`config.mk`:
```
export PLATFORM = sky130hd
export DESIGN_NAME = mem_arbiter
export DESIGN_NICKNAME = d
export VERILOG_FILES = /design/src/rtl/mem_arbiter_pkg.sv /design/src/rtl/mem_arbiter.sv
export SDC_FILE = /design/constraint.sdc
export NUM_CORES = 1
export LEC_CHECK = 0
export ABC_AREA = 1
export CORE_ASPECT_RATIO = 1.1
export CORE_MARGIN = 2
export CORE_UTILIZATION = 39
export CTS_CLUSTER_DIAMETER = 80
export DETAILED_ROUTE_END_ITERATION = 8
export GPL_TIMING_DRIVEN = 0
export MAX_ROUTING_LAYER = met4
export PLACE_DENSITY = 0.84
export SETUP_SLACK_MARGIN = 0.02
export SYNTH_ARGS = -nofsm -noshare
export SYNTH_HDL_FRONTEND = slang
export SYNTH_SLANG_ARGS = --single-unit
export TNS_END_PERCENT = 50
```
`constraint.sdc`:
```
create_clock -name clk -period 1.9 [get_ports clk]
set_clock_uncertainty 0.2 [all_clocks]
set_input_delay 0.285 -clock clk [delete_from_list [all_inputs] [get_ports clk]]
set_output_delay 0.285 -clock clk [all_outputs]
set_load 0.005 [all_outputs]
```
`src/rtl/mem_arbiter_pkg.sv`:
```
// rtl/mem_arbiter_pkg.sv - shared types for the I/D memory arbiter
package mem_arbiter_pkg;

  typedef enum logic [1:0] {
    ARB_IDLE    = 2'd0,
    ARB_GRANT_I = 2'd1,
    ARB_GRANT_D = 2'd2,
    ARB_RESP    = 2'd3
  } arb_state_t;

  typedef enum logic {
    OWNER_I = 1'b0,
    OWNER_D = 1'b1
  } arb_owner_t;

  // Round-robin pick; only meaningful when at least one request is present.
  function automatic arb_owner_t pick_owner(input logic i_req, input logic d_req,
                                            input arb_owner_t last_owner);
    return (i_req && (!d_req || last_owner == OWNER_D)) ? OWNER_I : OWNER_D;
  endfunction

endpackage

```
`src/rtl/mem_arbiter.sv`:
```
// rtl/mem_arbiter.sv - single-port memory arbiter between fetch (I) and load/store (D)
// Registered round-robin grant, latched response and a per-transaction ack watchdog.
module mem_arbiter
  import mem_arbiter_pkg::*;
#(
  parameter int ADDR_W  = 32,
  parameter int DATA_W  = 32,
  parameter int TIMEOUT = 15
) (
  input  logic                clk,
  input  logic                rst,
  input  logic                i_req,
  input  logic [ADDR_W-1:0]   i_addr,
  output logic                i_ack,
  output logic                i_err,
  output logic [DATA_W-1:0]   i_rdata,
  input  logic                d_req,
  input  logic                d_we,
  input  logic [ADDR_W-1:0]   d_addr,
  input  logic [DATA_W-1:0]   d_wdata,
  input  logic [DATA_W/8-1:0] d_be,
  output logic                d_ack,
  output logic                d_err,
  output logic [DATA_W-1:0]   d_rdata,
  output logic                mem_req,
  output logic                mem_we,
  output logic [ADDR_W-1:0]   mem_addr,
  output logic [DATA_W-1:0]   mem_wdata,
  output logic [DATA_W/8-1:0] mem_be,
  input  logic [DATA_W-1:0]   mem_rdata,
  input  logic                mem_ack,
  output logic                stall
);

  localparam int BE_W  = DATA_W / 8;
  localparam int TMR_W = (TIMEOUT > 0) ? $clog2(TIMEOUT + 1) : 1;
  localparam bit WDOG_EN = (TIMEOUT > 0);
  localparam logic [TMR_W-1:0] TMR_LAST = (TIMEOUT > 0) ? TMR_W'(TIMEOUT - 1) : '0;

  arb_state_t          state;
  arb_owner_t          last_owner;
  logic [ADDR_W-1:0]   cap_addr;
  logic                cap_we;
  logic [DATA_W-1:0]   cap_wdata;
  logic [BE_W-1:0]     cap_be;
  logic [TMR_W-1:0]    timer;
  logic [DATA_W-1:0]   rsp_rdata;
  logic                rsp_err;

  // The memory side only ever sees captured values, so requesters may change freely after grant.
  assign mem_req   = (state == ARB_GRANT_I) || (state == ARB_GRANT_D);
  assign mem_we    = mem_req && cap_we;
  assign mem_addr  = cap_addr;
  assign mem_wdata = cap_wdata;
  assign mem_be    = cap_be;

  assign i_rdata = rsp_rdata;
  assign i_err   = rsp_err;
  assign d_rdata = rsp_rdata;
  assign d_err   = rsp_err;

  assign stall = mem_req || ((state == ARB_IDLE) && (i_req || d_req));

  always_ff @(posedge clk) begin
    if (rst) begin
      state      <= ARB_IDLE;
      last_owner <= OWNER_D;
      cap_addr   <= '0;
      cap_we     <= 1'b0;
      cap_wdata  <= '0;
      cap_be     <= '0;
      timer      <= '0;
      rsp_rdata  <= '0;
      rsp_err    <= 1'b0;
      i_ack      <= 1'b0;
      d_ack      <= 1'b0;
    end else begin
      i_ack <= 1'b0;
      d_ack <= 1'b0;
      case (state)
        ARB_IDLE: begin
          timer <= '0;
          if (i_req || d_req) begin
            if (pick_owner(i_req, d_req, last_owner) == OWNER_I) begin
              cap_addr   <= i_addr;
              cap_we     <= 1'b0;
              cap_wdata  <= '0;
              cap_be     <= '1;
              last_owner <= OWNER_I;
              state      <= ARB_GRANT_I;
            end else begin
              cap_addr   <= d_addr;
              cap_we     <= d_we;
              cap_wdata  <= d_wdata;
              cap_be     <= d_be;
              last_owner <= OWNER_D;
              state      <= ARB_GRANT_D;
            end
          end
        end
        ARB_GRANT_I, ARB_GRANT_D: begin
          // An ack arriving on the expiry cycle still counts as success.
          if (mem_ack) begin
            rsp_rdata <= cap_we ? '0 : mem_rdata;
            rsp_err   <= 1'b0;
            i_ack     <= (state == ARB_GRANT_I);
            d_ack     <= (state == ARB_GRANT_D);
            state     <= ARB_RESP;
          end else if (WDOG_EN && (timer == TMR_LAST)) begin
            rsp_rdata <= '0;
            rsp_err   <= 1'b1;
            i_ack     <= (state == ARB_GRANT_I);
            d_ack     <= (state == ARB_GRANT_D);
            state     <= ARB_RESP;
          end else begin
            timer <= timer + 1'b1;
          end
        end
        ARB_RESP: begin
          timer <= '0;
          state <= ARB_IDLE;
        end
        default: state <= ARB_IDLE;
      endcase
    end
  end

endmodule
```
# Word-level counts from Yosys, hierarchy flattened
# Cells that the tools add are included.
dict set report op_classes {
  eq_ne 8
  bitwise_logic 1
  addsub 1
  reduce_logical 17
  n_mux 22
}
# op count
set ops {}
lappend ops {{32-bit 2-to-1 mux} 5}
lappend ops {{4-bit 2-to-1 mux} 3}
lappend ops {{1-bit 2-to-1 mux} 8}
lappend ops {{2-bit 2-to-1 mux} 4}
lappend ops {{4-bit one-hot mux with 2 select lines} 1}
lappend ops {{2-bit AND reduction} 4}
lappend ops {{2-bit one-hot mux with 3 select lines} 1}
lappend ops {{2-bit OR reduction} 3}
lappend ops {{4-bit by 1-bit adder with 4-bit output (second input constant)} 1}
lappend ops {{2-bit == test (second input constant)} 2}
lappend ops {{4-bit == test (second input constant)} 1}
lappend ops {{1-bit logical OR} 4}
lappend ops {{2-bit != test (second input constant)} 2}
lappend ops {{1-bit logical AND} 3}
lappend ops {{3-bit != test (second input constant)} 1}
lappend ops {{2-bit by 1-bit == test with 1-bit output (second input constant)} 1}
lappend ops {{2-bit zero test} 1}
lappend ops {{2-bit by 1-bit != test with 1-bit output (second input constant)} 1}
lappend ops {{2-bit nonzero test} 1}
lappend ops {{1-bit zero test} 1}
lappend ops {{1-bit inverter} 1}
dict set report totals {
  regBits 111
  in_bits 138
  out_inout_bits 139
  elab_cells 60
}

# Depth between registers and ports, before layout
# Gate-level depths: netlist (run 1).
dict set report depth {
  word_depth 6
  depth_mapped 9
  ltp_nobuf 9
}

# Worst setup path after synthesis (run 1)
# No wires, ideal clock.
dict set report synth_path {
  path_type {register to register}
  start {register state[0]}
  end {register rsp_rdata[10], in the netlist d_rdata[10]}
  path_buffers 1
  t_arrival_ns 1.307
  required_ns 1.584
  setup_slack_ns 0.277
  period_less_slack_ns 1.623
  setup_time_ns 0.116
  path_stages_with_launch 8
  path_cell_list {dfxtp_1 -> inv_1 -> ha_1 -> nand2_1 -> inv_1 -> buf_4 -> nor2_1 -> nor2_1}
}
dict set report synth_via {
  elab_chain_len 3
  word_cells_on_any_way 4
  classes_between {eq/ne (2); reduce/logical (2)}
}
# element line_no
set synth_rtl {}
lappend synth_rtl {{start: declaration} mem_arbiter.sv:40} ;# arb_state_t state;
lappend synth_rtl {{start signal: assignment} mem_arbiter.sv:66} ;# state <= ARB_IDLE;
lappend synth_rtl {{start signal: assignment} mem_arbiter.sv:90} ;# state <= ARB_GRANT_I;
lappend synth_rtl {{start signal: assignment} mem_arbiter.sv:97} ;# state <= ARB_GRANT_D;
lappend synth_rtl {{2-bit by 1-bit == test with 1-bit output or 2-bit == test (tied branches)} mem_arbiter.sv:80} ;# case (state)
lappend synth_rtl {{2-bit OR reduction *} mem_arbiter.sv:80}
lappend synth_rtl {{2-bit AND reduction (no source line) *} --}
lappend synth_rtl {{end signal: assignment} mem_arbiter.sv:104} ;# rsp_rdata <= cap_we ? '0 : mem_rdata;
lappend synth_rtl {{end: declaration} mem_arbiter.sv:47} ;# logic [DATA_W-1:0] rsp_rdata;
# Mark *: on every way between the ends. The rest lies on a longest branch, timed or not.
# A chain may end at the register's enable or synchronous reset.

# Worst setup path after layout (run 1)
dict set report layout_path {
  start {register rsp_rdata[15], in the netlist d_rdata[15]}
  end {output i_rdata[15]}
}
# element line_no
set layout_rtl {}
lappend layout_rtl {{end: declaration} mem_arbiter.sv:16} ;# output logic [DATA_W-1:0] i_rdata,
# No word-level cell between the ends.

==> metrics.md, run 1 <==
| Metric | Value |
|---|---|
| Via count | around 5400 |
| TritonRoute pass-1 iters | 4 |
| Root Driver | clkbuf_16 |
| Tmin final | approximately 1.8 ns |
| Min-Delay Path Class | reg -> reg |
| Combinational Power Share | about half |
| Launch point of the worst reg-to-reg path | state[0]$_SDFFE_PP0P_ |
| Max Cap Viol | 0 |
| Vias in the first global route | approximately 4900 |
| Synth Warn # | 0 |
| Die area | 13800 um2 |
| Status | finished clean |
| Synth Area per Inst | roughly 6.7 um2 |
| TritonCTS buffer count | 9 |
| Final setup viols | 0 |
| Area grow syn2layout | 66.8% |
| Mux cell area share after synthesis | 0% |
| Fraction of layout cells with a size suffix above 1 | a little under a tenth |
| WHS Path Cells | 2 |
| Largest net degree at the start of global routing | 18 |
| Synthesized area | 5040 um2 |
| Crit Reg-Reg Endpoint | mem_addr[23]$_SDFFE_PP0P_ |
| Fin crit share | roughly 97% |
| Yosys reg bits | between 100 and 150 |
| Routed vias/inst | ~4.5 |
| Post-Syn Nets | about 900 |
| DRT antenna net count | 0 |
| RSZ-0062 raised after global routing | false |
| CTS clk-pin slew, worst paths | 0.07 ns |
| P_int | between 7 and 8 mW |
| Clock share of power | between 10% and 20% |
| Die Width | about 110 um |
| Drt total wl | approximately 15000 um |
| Critical-path cell list | buf_4 > clkdlybuf4s50_1 |
| I/O Buffers | roughly 280 |
| Synth Area in Compound Gates | under 10% |
| Combinational family with the most area after synthesis | simple AND/OR/NAND/NOR gates |
| Crit path max-delay cell type | clkdlybuf4s50_1 |
| Switch share | approximately 33% |
| Cell variety after synth | 19 |
| Routability cong. | 0.823 |
| Power share of the sequential group | a little under a third |
| Congestion Overflow GR | 0 |
| Detailed-route wire length per cell | ~13 um |
| Hold worst-path end | mem_wdata[12]$_SDFFE_PP0P_ |
| # clock sinks | about 110 |
| Pwr per Cell Area | roughly 1300 nW/um2 |
| Initial DRC count | ~280 |
| First-pass GRT wire length | 23700 um |
| Row count | 43 |
| Worst r2r path cells | 10 |
| Antenna violations before repair | 1 |
| CTS H-tree lvls | 3 |
| Die Height | around 120 um |
| Top Ports | ~280 |
| DR DRC count | 0 |
| Core area | 12600 um2 |
| Worst path required time | about 1.4 ns |
| Tightest Pin Transition | between 0.5 and 0.6 ns |
| CP arrival | between 1 and 1.5 ns |
| Pwr Total | 11.1 mW |
| Buf+Inv Stages, Crit Path | 2 |
| CP delay by family, top | buffers and inverters |
| Simple-gate portion of the synthesized area | between 30% and 40% |
| CP max FO | 3 |
| Synth Area in Adders | under 10% |
| Nets@finish | 1189 |
| FMAX | between 0.5 and 0.6 GHz |
| Non-Filler Instances | 1207 |
| CTS Buffer Depth | 2 |
| Final Util | between 60% and 70% |
| Switching pwr | 3.69 mW |
| Setup crit end kind | primary output |
| Slew headroom | 64.7% |
| Final Hold Fails | 0 |
| Clk_lat worst skew | 0.34 ns |
| Hold wc startpoint | mem_wdata[12]$_SDFFE_PP0P_ |
| Slew Viols, Final | 0 |
| Worst reg2reg setup slack | approximately 0.17 ns |
| Initial Utilization | 40.0% |
| Max VDD drop | ~0.00069 V |
| Post-Syn Instances | 754 |
| Placed insts | between 1000 and 1500 |
| HPWL Detailed | around 12000 um |
| Register area share after synthesis | between 40% and 50% |
| Worst Path Class, Setup | reg -> out |
| Hold slack | 0.262 ns |
| Leakage | 3.80 nW |
| CTS tree | done |
| Synth Area in XOR/XNOR | 0% |
| Peak per-stage delay on the critical path | approximately 0.48 ns |
| GRT Overall Usage | 22.2% |
| Worst setup SP type | flop |
[registers in the layout (all words and copies together), names as in the netlist, 2 cells and up]
signal,flops
timer,4
d_rdata,32
mem_be,4
mem_addr,32
mem_wdata,32
state,2
[cell type report]
type / count / area [um2]
Tap cell: 157 / 196
Clock buffer: 9 / 225
Buffer: 73 / 463
Inverter: 80 / 305
Sequential cell: 111 / 2230
Fill cell: 1163 / 4190
Timing Repair Buffer: 280 / 2780
Multi-Input combinational cell: 490 / 2090
Antenna cell: 1 / 2.50
Clock inverter: 6 / 110
[layout by cell type (no fill, tap or decap)]
cell               n
or2_2              1
clkbuf_1          14
nor2_1           181
nand2_2            1
ha_1               5
inv_1             75
clkdlybuf4s50_1  271
o211ai_1           1
buf_2             13
inv_2              3
nand3_1           38
buf_4             45
clkbuf_4           1
dfxtp_1          106
o21ai_0           38
nand2_1          184
buf_6              2
nand2_4            1
dfxtp_2            5
dlygate4sd2_1      1
bufinv_16          3
clkinvlp_4         2
clkbuf_16          9
clkbuf_2           5
inv_4              2
clkdlybuf4s15_1    1
nor2_4             1
a21boi_2           1
ha_4               1
o21ai_4            1
diode_2            1
a21oi_1           36
clkinv_2           1
[cell usage after synthesis (all sizes together)]
cell	instances	share of area (%)
a21oi	36	3.6
o21ai	39	4.1
clkbuf	19	1.4
nor2	182	14
nand2	186	14
dfxtp	111	44
o211ai	1	0.15
or2	1	0.12
buf	54	7.4
inv	80	6.0
ha	6	1.5
nand3	38	3.8
a21boi	1	0.22
[worst max-delay path by stage]
stage	start	to	slack [ns]	cells past startpoint
2_1_floorplan	state[0]$_SDFFE_PP0P_	d_rdata[10]$_SDFFE_PP0P_	0.28	7
3_3_place_gp	d_req	stall	-0.58	5
3_5_place_dp	d_req	stall	-0.60	5
4_1_cts	state[0]$_SDFFE_PP0P_	stall	0.01	5
5_1_grt	timer[0]$_SDFFE_PP0P_	d_rdata[29]$_SDFFE_PP0P_	0.02	8
6_report	d_rdata[15]$_SDFFE_PP0P_	i_rdata[15]	0.06	2
[metal layers]
metal,wire [um],track usage [%],vias to the layer above
li1,-,-,2824
met1,6040,24.2,2385
met2,7880,40.3,215
met3,1320,5.39,17
met4,246,6.63,0
met5,0,-,-
[worst min-delay path: stages (launching register included)]
cell and delay [ns]:
dfxtp_1 0.31, nand2_1 0.06, a21oi_1 0.05
[kinds of logic (layout without fill, tap and decap cells)]
| kind of cell | after synthesis | count (layout) |
|---|---|---|
| other cells | 0 | 1 |
| compound gates | 77 | 77 |
| buf+inv | 153 | 448 |
| flops | 111 | 111 |
| simple gates | 407 | 407 |
| fa+ha+maj | 6 | 6 |
[through the flow]
stage | cell area, um2 | setup TNS [ns] | worst slack (ns)
floorplan | 5040 | 0 | 0.277
global placement | 7990 | -17.46 | -0.578
detailed placement | 7990 | -18.51 | -0.595
CTS | 8360 | 0 | 0.0132
global route | 8400 | 0 | 0.0244
finish | 8400 | 0 | 0.0643
[power by group through the flow]
stage / Sequential (mW) / Clock [mW] / Combinational (mW)
5_1_grt: 3.58 / 2.27 / 6.04
6_report: 3.49 / 2.13 / 5.47
2_1_floorplan: 3.53 / 0 / 2.48
3_3_place_gp: 3.49 / 0 / 5.25
4_1_cts: 3.49 / 2.18 / 5.45
3_5_place_dp: 3.53 / 0 / 5.32
[timing repair]
item | 4_1_cts | 5_1_grt
endpoints found under the setup margin | 37 | 50
gates resized for setup | 22 | 16
setup buffers | 3 | 2
hold buffers | 0 | 0
pin swaps | 2 | 1
(Power assumes the default switching activity.)
==> inputs of run 2 (changes only) <==
--- a/config.mk
+++ b/config.mk
@@ -11,7 +11,6 @@
 export CORE_UTILIZATION = 39
 export CTS_CLUSTER_DIAMETER = 80
 export DETAILED_ROUTE_END_ITERATION = 8
-export GPL_TIMING_DRIVEN = 0
 export MAX_ROUTING_LAYER = met4
 export PLACE_DENSITY = 0.84
 export SETUP_SLACK_MARGIN = 0.02
==> metrics.md, run 2 (synthesized netlist as in run 1, its figures left out) <==
| Metric | Value |
|---|---|
| Final setup viols | 0 (unchanged) |
| Setup TNS | 0 ns (unchanged) |
| Setup WS pre-CTS | -0.136 ns (was -0.595 ns) |
| Nets@finish | 1139 (was 1189) |
| Max VDD drop | 0.000691 V (was 0.000689 V) |
| Buf+Inv Stages, Crit Path | 2 (unchanged) |
| Peak per-stage delay on the critical path | 0.34 ns (was 0.48 ns) |
| Fraction of layout cells with a size suffix above 1 | 5.70% (was 9.34%) |
| Pwr per Cell Area | 1290 nW/um2 (was 1320 nW/um2) |
| CTS Buffer Depth | 2 (unchanged) |
| ANT cells | 0 (was 1) |
| Most frequent cells in the layout | clkdlybuf4s50_1, nand2_1, nor2_1 (unchanged) |
| Hold-fix buffers, CTS | 0 (unchanged) |
| Placed insts | 1141 (was 1186) |
| Commonest non-fill, non-tap cell in the layout | clkdlybuf4s50_1 (unchanged) |
| Tmin final | 1.80 ns (was 1.84 ns) |
| Slew headroom | 70.3% (was 64.7%) |
| GRT Overall Usage | 21.2% (was 22.2%) |
| Worst Path Class, Setup | reg -> out (unchanged) |
| FMAX | 0.555 GHz (was 0.545 GHz) |
| Crit path max-delay cell type | dfxtp_2 (was clkdlybuf4s50_1) |
| Top Ports | 277 (unchanged) |
| Via count | 5263 (was 5441) |
| Largest net degree at the start of global routing | 45 (was 18) |
| Slew Viols, Final | 0 (unchanged) |
| Initial DRC count | 327 (was 281) |
| Antenna violations before repair | 0 (was 1) |
| Final worst slack | 0.0967 ns (was 0.0643 ns) |
| Congestion Overflow GR | 0 (unchanged) |
| Clk_lat worst skew | 0.34 ns (about the same) |
| Tightest Pin Transition | 0.445 ns (was 0.529 ns) |
| CTS clk-pin slew, worst paths | 0.08 ns (was 0.07 ns) |
| DRT antenna net count | 0 (unchanged) |
| Area grow syn2layout | 61.6% (was 66.8%) |
| DR DRC count | 0 (unchanged) |
| Setup crit end kind | primary output (unchanged) |
| Core area | 12600 um2 (unchanged) |
| Routability cong. | 0.820 (was 0.823) |
| Root Driver | clkbuf_16 (unchanged) |
| Row count | 43 (unchanged) |
| Placed instance area | 7840 um2 (was 7990 um2) |
| Routed vias/inst | 4.55 (was 4.51) |
| Non-Filler Instances | 1157 (was 1207) |
| Min-Delay Path Class | in -> reg (was reg -> reg) |
| CP arrival | 1.32 ns (was 1.35 ns) |
| CTS tree | done (unchanged) |
| Die area | 13800 um2 (unchanged) |
| Die Width | 112 um (unchanged) |
| Die Height | 123 um (unchanged) |
| CP max FO | 5 (was 3) |
| HPWL Detailed | 10900 um (was 12300 um) |
| Critical-path cell list | inv_2 > ha_4 > dlygate4sd2_1 (was buf_4 > clkdlybuf4s50_1) |
| Status | finished clean (unchanged) |
| RSZ-0062 raised after global routing | false (unchanged) |
| CTS H-tree lvls | 3 (unchanged) |
| Leakage | 3.61 nW (was 3.80 nW) |
| CP delay by family, top | buffers and inverters (unchanged) |
| Worst path required time | 1.41 ns (about the same) |
| Worst setup SP type | flop (unchanged) |
| I/O Buffers | 276 (was 275) |
| Initial Utilization | 40.0% (unchanged) |
| Max Cap Viol | 0 (unchanged) |
| Final Hold Fails | 0 (unchanged) |
| Drt total wl | 14400 um (was 15500 um) |
| # clock sinks | 111 (unchanged) |
| Fin crit share | 94.9% (was 96.6%) |
| TritonRoute pass-1 iters | 4 (unchanged) |
| Final instance area | 8140 um2 (was 8400 um2) |
| First-pass GRT wire length | 22700 um (was 23700 um) |
| Vias in the first global route | 4763 (was 4909) |
| Detailed-route wire length per cell | 12.5 um (was 12.8 um) |
| TritonCTS buffer count | 9 (unchanged) |
[run 2: timing repair]
| item | in CTS | in global routing |
|---|---|---|
| gates cloned | 0 | 0 |
| pin swaps | 1 | 1 |
| endpoints found under the setup margin | 3 | 3 |
| resized for setup | 11 | 4 |
| setup buffers | 0 | 0 |
[run 2: path summary, 6_finish.rpt]
| path | startpoint | end | slack, ns | depth (start not counted) |
|---|---|---|---|---|
| setup / recovery | state[0]$_SDFFE_PP0P_ | mem_req | 0.1 | 3 |
| hold / removal | rst | timer[3]$_SDFFE_PP0P_ | 0.10 | 4 |
| setup reg to reg | state[0]$_SDFFE_PP0P_ | d_err$_SDFFE_PP0P_ | 0.21 | 8 |
| hold reg to reg | mem_wdata[18]$_SDFFE_PP0P_ | mem_wdata[18]$_SDFFE_PP0P_ | 0.26 | 2 |
[run 2: cell type report]
type	count	area (um2)
Fill cell	1089	4450
Timing Repair Buffer	303	3040
Sequential cell	111	2220
Multi-Input combinational cell	490	2080
Inverter	80	300
Clock buffer	10	239
Tap cell	157	196
Clock inverter	6	58.8
[run 2: where the power goes]
group	internal, mW	leakage (nW)	switching [mW]
Clock	0.958	0.143	0.915
Combinational	2.85	2.56	2.29
Sequential	3.04	0.913	0.424
[run 2: through the flow]
| stage | total power, mW | hold slack [ns] | utilization, % |
|---|---|---|---|
| after floorplan | 6.01 | 0.206 | - |
| after global placement | 8.57 | 0.251 | 62.2 |
| after detailed placement | 8.67 | 0.256 | 62.2 |
| after CTS | 10.6 | 0.0867 | 64.7 |
| after global routing | 11.3 | 0.115 | 64.6 |
| final | 10.5 | 0.104 | 64.6 |
[run 2: metal layers]
layer | share of wire (%) | vias to the layer above | track usage (%)
met5 | 0 | - | -
li1 | - | 2729 | -
met2 | 50 | 217 | 37.6
met1 | 41 | 2307 | 23.3
met3 | 8.2 | 10 | 5.93
met4 | 1.3 | 0 | 6.25
[run 2: worst min-delay path: stages]
cell and delay (ns):
buf_2 0.12, nor2_1 0.10, nand2_1 0.08, nor2_1 0.03
==> patch: new RTL, flow settings as in run 1 <==
Encoding of `arb_state_t`: now one-hot (4 bits for 4 states).
--- a/src/rtl/mem_arbiter_pkg.sv
+++ b/src/rtl/mem_arbiter_pkg.sv
@@ -2,9 +2,9 @@
 package mem_arbiter_pkg;
 
-  typedef enum logic [1:0] {
-    ARB_IDLE    = 2'd0,
-    ARB_GRANT_I = 2'd1,
-    ARB_GRANT_D = 2'd2,
-    ARB_RESP    = 2'd3
+  typedef enum logic [3:0] {
+    ARB_IDLE    = 4'b0001,
+    ARB_GRANT_I = 4'b0010,
+    ARB_GRANT_D = 4'b0100,
+    ARB_RESP    = 4'b1000
   } arb_state_t;
 
Behaviour: same outputs for any inputs over 4 cycles, from zero or initial values and one cycle with rst high; so few cycles prove little.
==> patch against run 1 <==
Die area down 1.7%; sequential share of layout area decreased by 0.33 points; synthesized area shrank 1.8%; design area increased by 4.9%; worst setup slack worse by 0.031 ns; first-iteration DRC count shrank 1.4%; via count rose by 3.9%; non-clock buffer count up 13; wire length increased by 7.9%; sequential cell count is 2 higher.
Power is not compared: it rests on default switching activity, and its combinational part moved more than twofold at a synthesized area within 25%.
==> patch: results (changes against run 1) <==
* Placer Congestion at 0.848 (was 0.823)
* Gr usage total at 24.8% (was 22.2%)
* Routed WL per cell at 13.8 µm (was 12.8 µm)
* Xor/xnor share of the synthesized area at 0.177% (was 0%)
* # nets final at 1179 (was 1189)
* Final WL at 16700 µm (was 15500 µm)
* Min-Delay Path Class: input pin to register (was register to register)
* Delay-heaviest family, CP: flip-flops (was buffers and inverters)
* Post-synthesis cell type count at 23 (was 19)
* First-pass GRT wire length at 25900 µm (was 23700 µm)
* Post-synthesis sequential area ratio at 45.7% (was 44.1%)
* Post-Place Worst Slack at -0.857 ns (was -0.595 ns)
* Hold path depth at 3 (was 2)
* Post-synthesis adder-cell area fraction at 0.506% (was 1.49%)
* Fraction of layout cells with a size suffix above 1 at 15.5% (was 9.34%)
* Largest net degree at the start of global routing at 17 (was 18)
* First DRT Iteration DRCs at 277 (was 281)
* Via count at 5651 (was 5441)
* TritonCTS Buffers at 17 (was 9)
* Status: finished clean (unchanged)
* Critical-path top delay cell: dfxtp_4 (was clkdlybuf4s50_1)
* Worst r2r path cells at 11 (was 10)
* Slew Limit Headroom at 67.8% (was 64.7%)
* CTS H-tree lvls at 4 (was 3)
* Vias in the first global route at 5319 (was 4909)
* WP data arrival at 1.38 ns (was 1.35 ns)
## patch: cells by family (layout without fill, tap and decap cells)
group / count (synthesis) / after routing
xor gates and xnor gates: 1 / 1
and+or+nand+nor: 442 / 442
AOI/OAI and AO/OA: 80 / 80
DFF: 113 / 113
adders and majority gates: 2 / 2
buffers and inverters: 90 / 414
## patch: tightest hold or removal path: stages
cell and delay [ns]:
clkdlybuf4s50_1 0.39, nand2_1 0.06, a21oi_1 0.05
## patch: layer usage
layer	global-route usage [%]	wire, µm	vias to the layer above
li1	-	-	2837
met1	26.2	6470	2550
met2	42.8	8560	239
met3	7.66	1310	25
met4	11.1	362	0
met5	-	0	-
## patch: final cells by class
cell class	count	area (µm²)
inverter	16	62.6
multi-input combinational	525	2210
clock inverter	11	183
timing repair buffer	293	2880
tap	157	196
buffer	73	500
fill	1028	3670
sequential	113	2310
clock buffer	21	470
## patch: path summary, 6_finish.rpt
kind                                             from                    endpoint  slack, ns
worst max-delay path            state[1]$_SDFFE_PP0P_                       stall       0.03
worst min-delay path                      d_wdata[21]  mem_wdata[21]$_SDFFE_PP0P_       0.24
worst max register to register  state[1]$_SDFFE_PP0P_            i_ack$_SDFF_PP0_       0.11
worst min register to register  timer[0]$_SDFFE_PP0P_       timer[0]$_SDFFE_PP0P_       0.24
## patch: power by group through the flow
stage / registers (mW) / logic, mW / clock network (mW)
6_report: 2.74 / 1.92 / 3.51
5_1_grt: 2.76 / 2.10 / 3.67
4_1_cts: 2.73 / 1.88 / 3.55
3_5_place_dp: 2.77 / 1.80 / 0
3_3_place_gp: 2.76 / 1.79 / 0
2_1_floorplan: 2.77 / 0.782 / 0
## patch: what timing repair did
item | CTS | global route
pin swaps | 6 | 6
hold buffers | 0 | 0
buffers inserted | 13 | 4
resized for setup | 39 | 41
setup endpoints to repair | 10 | 96
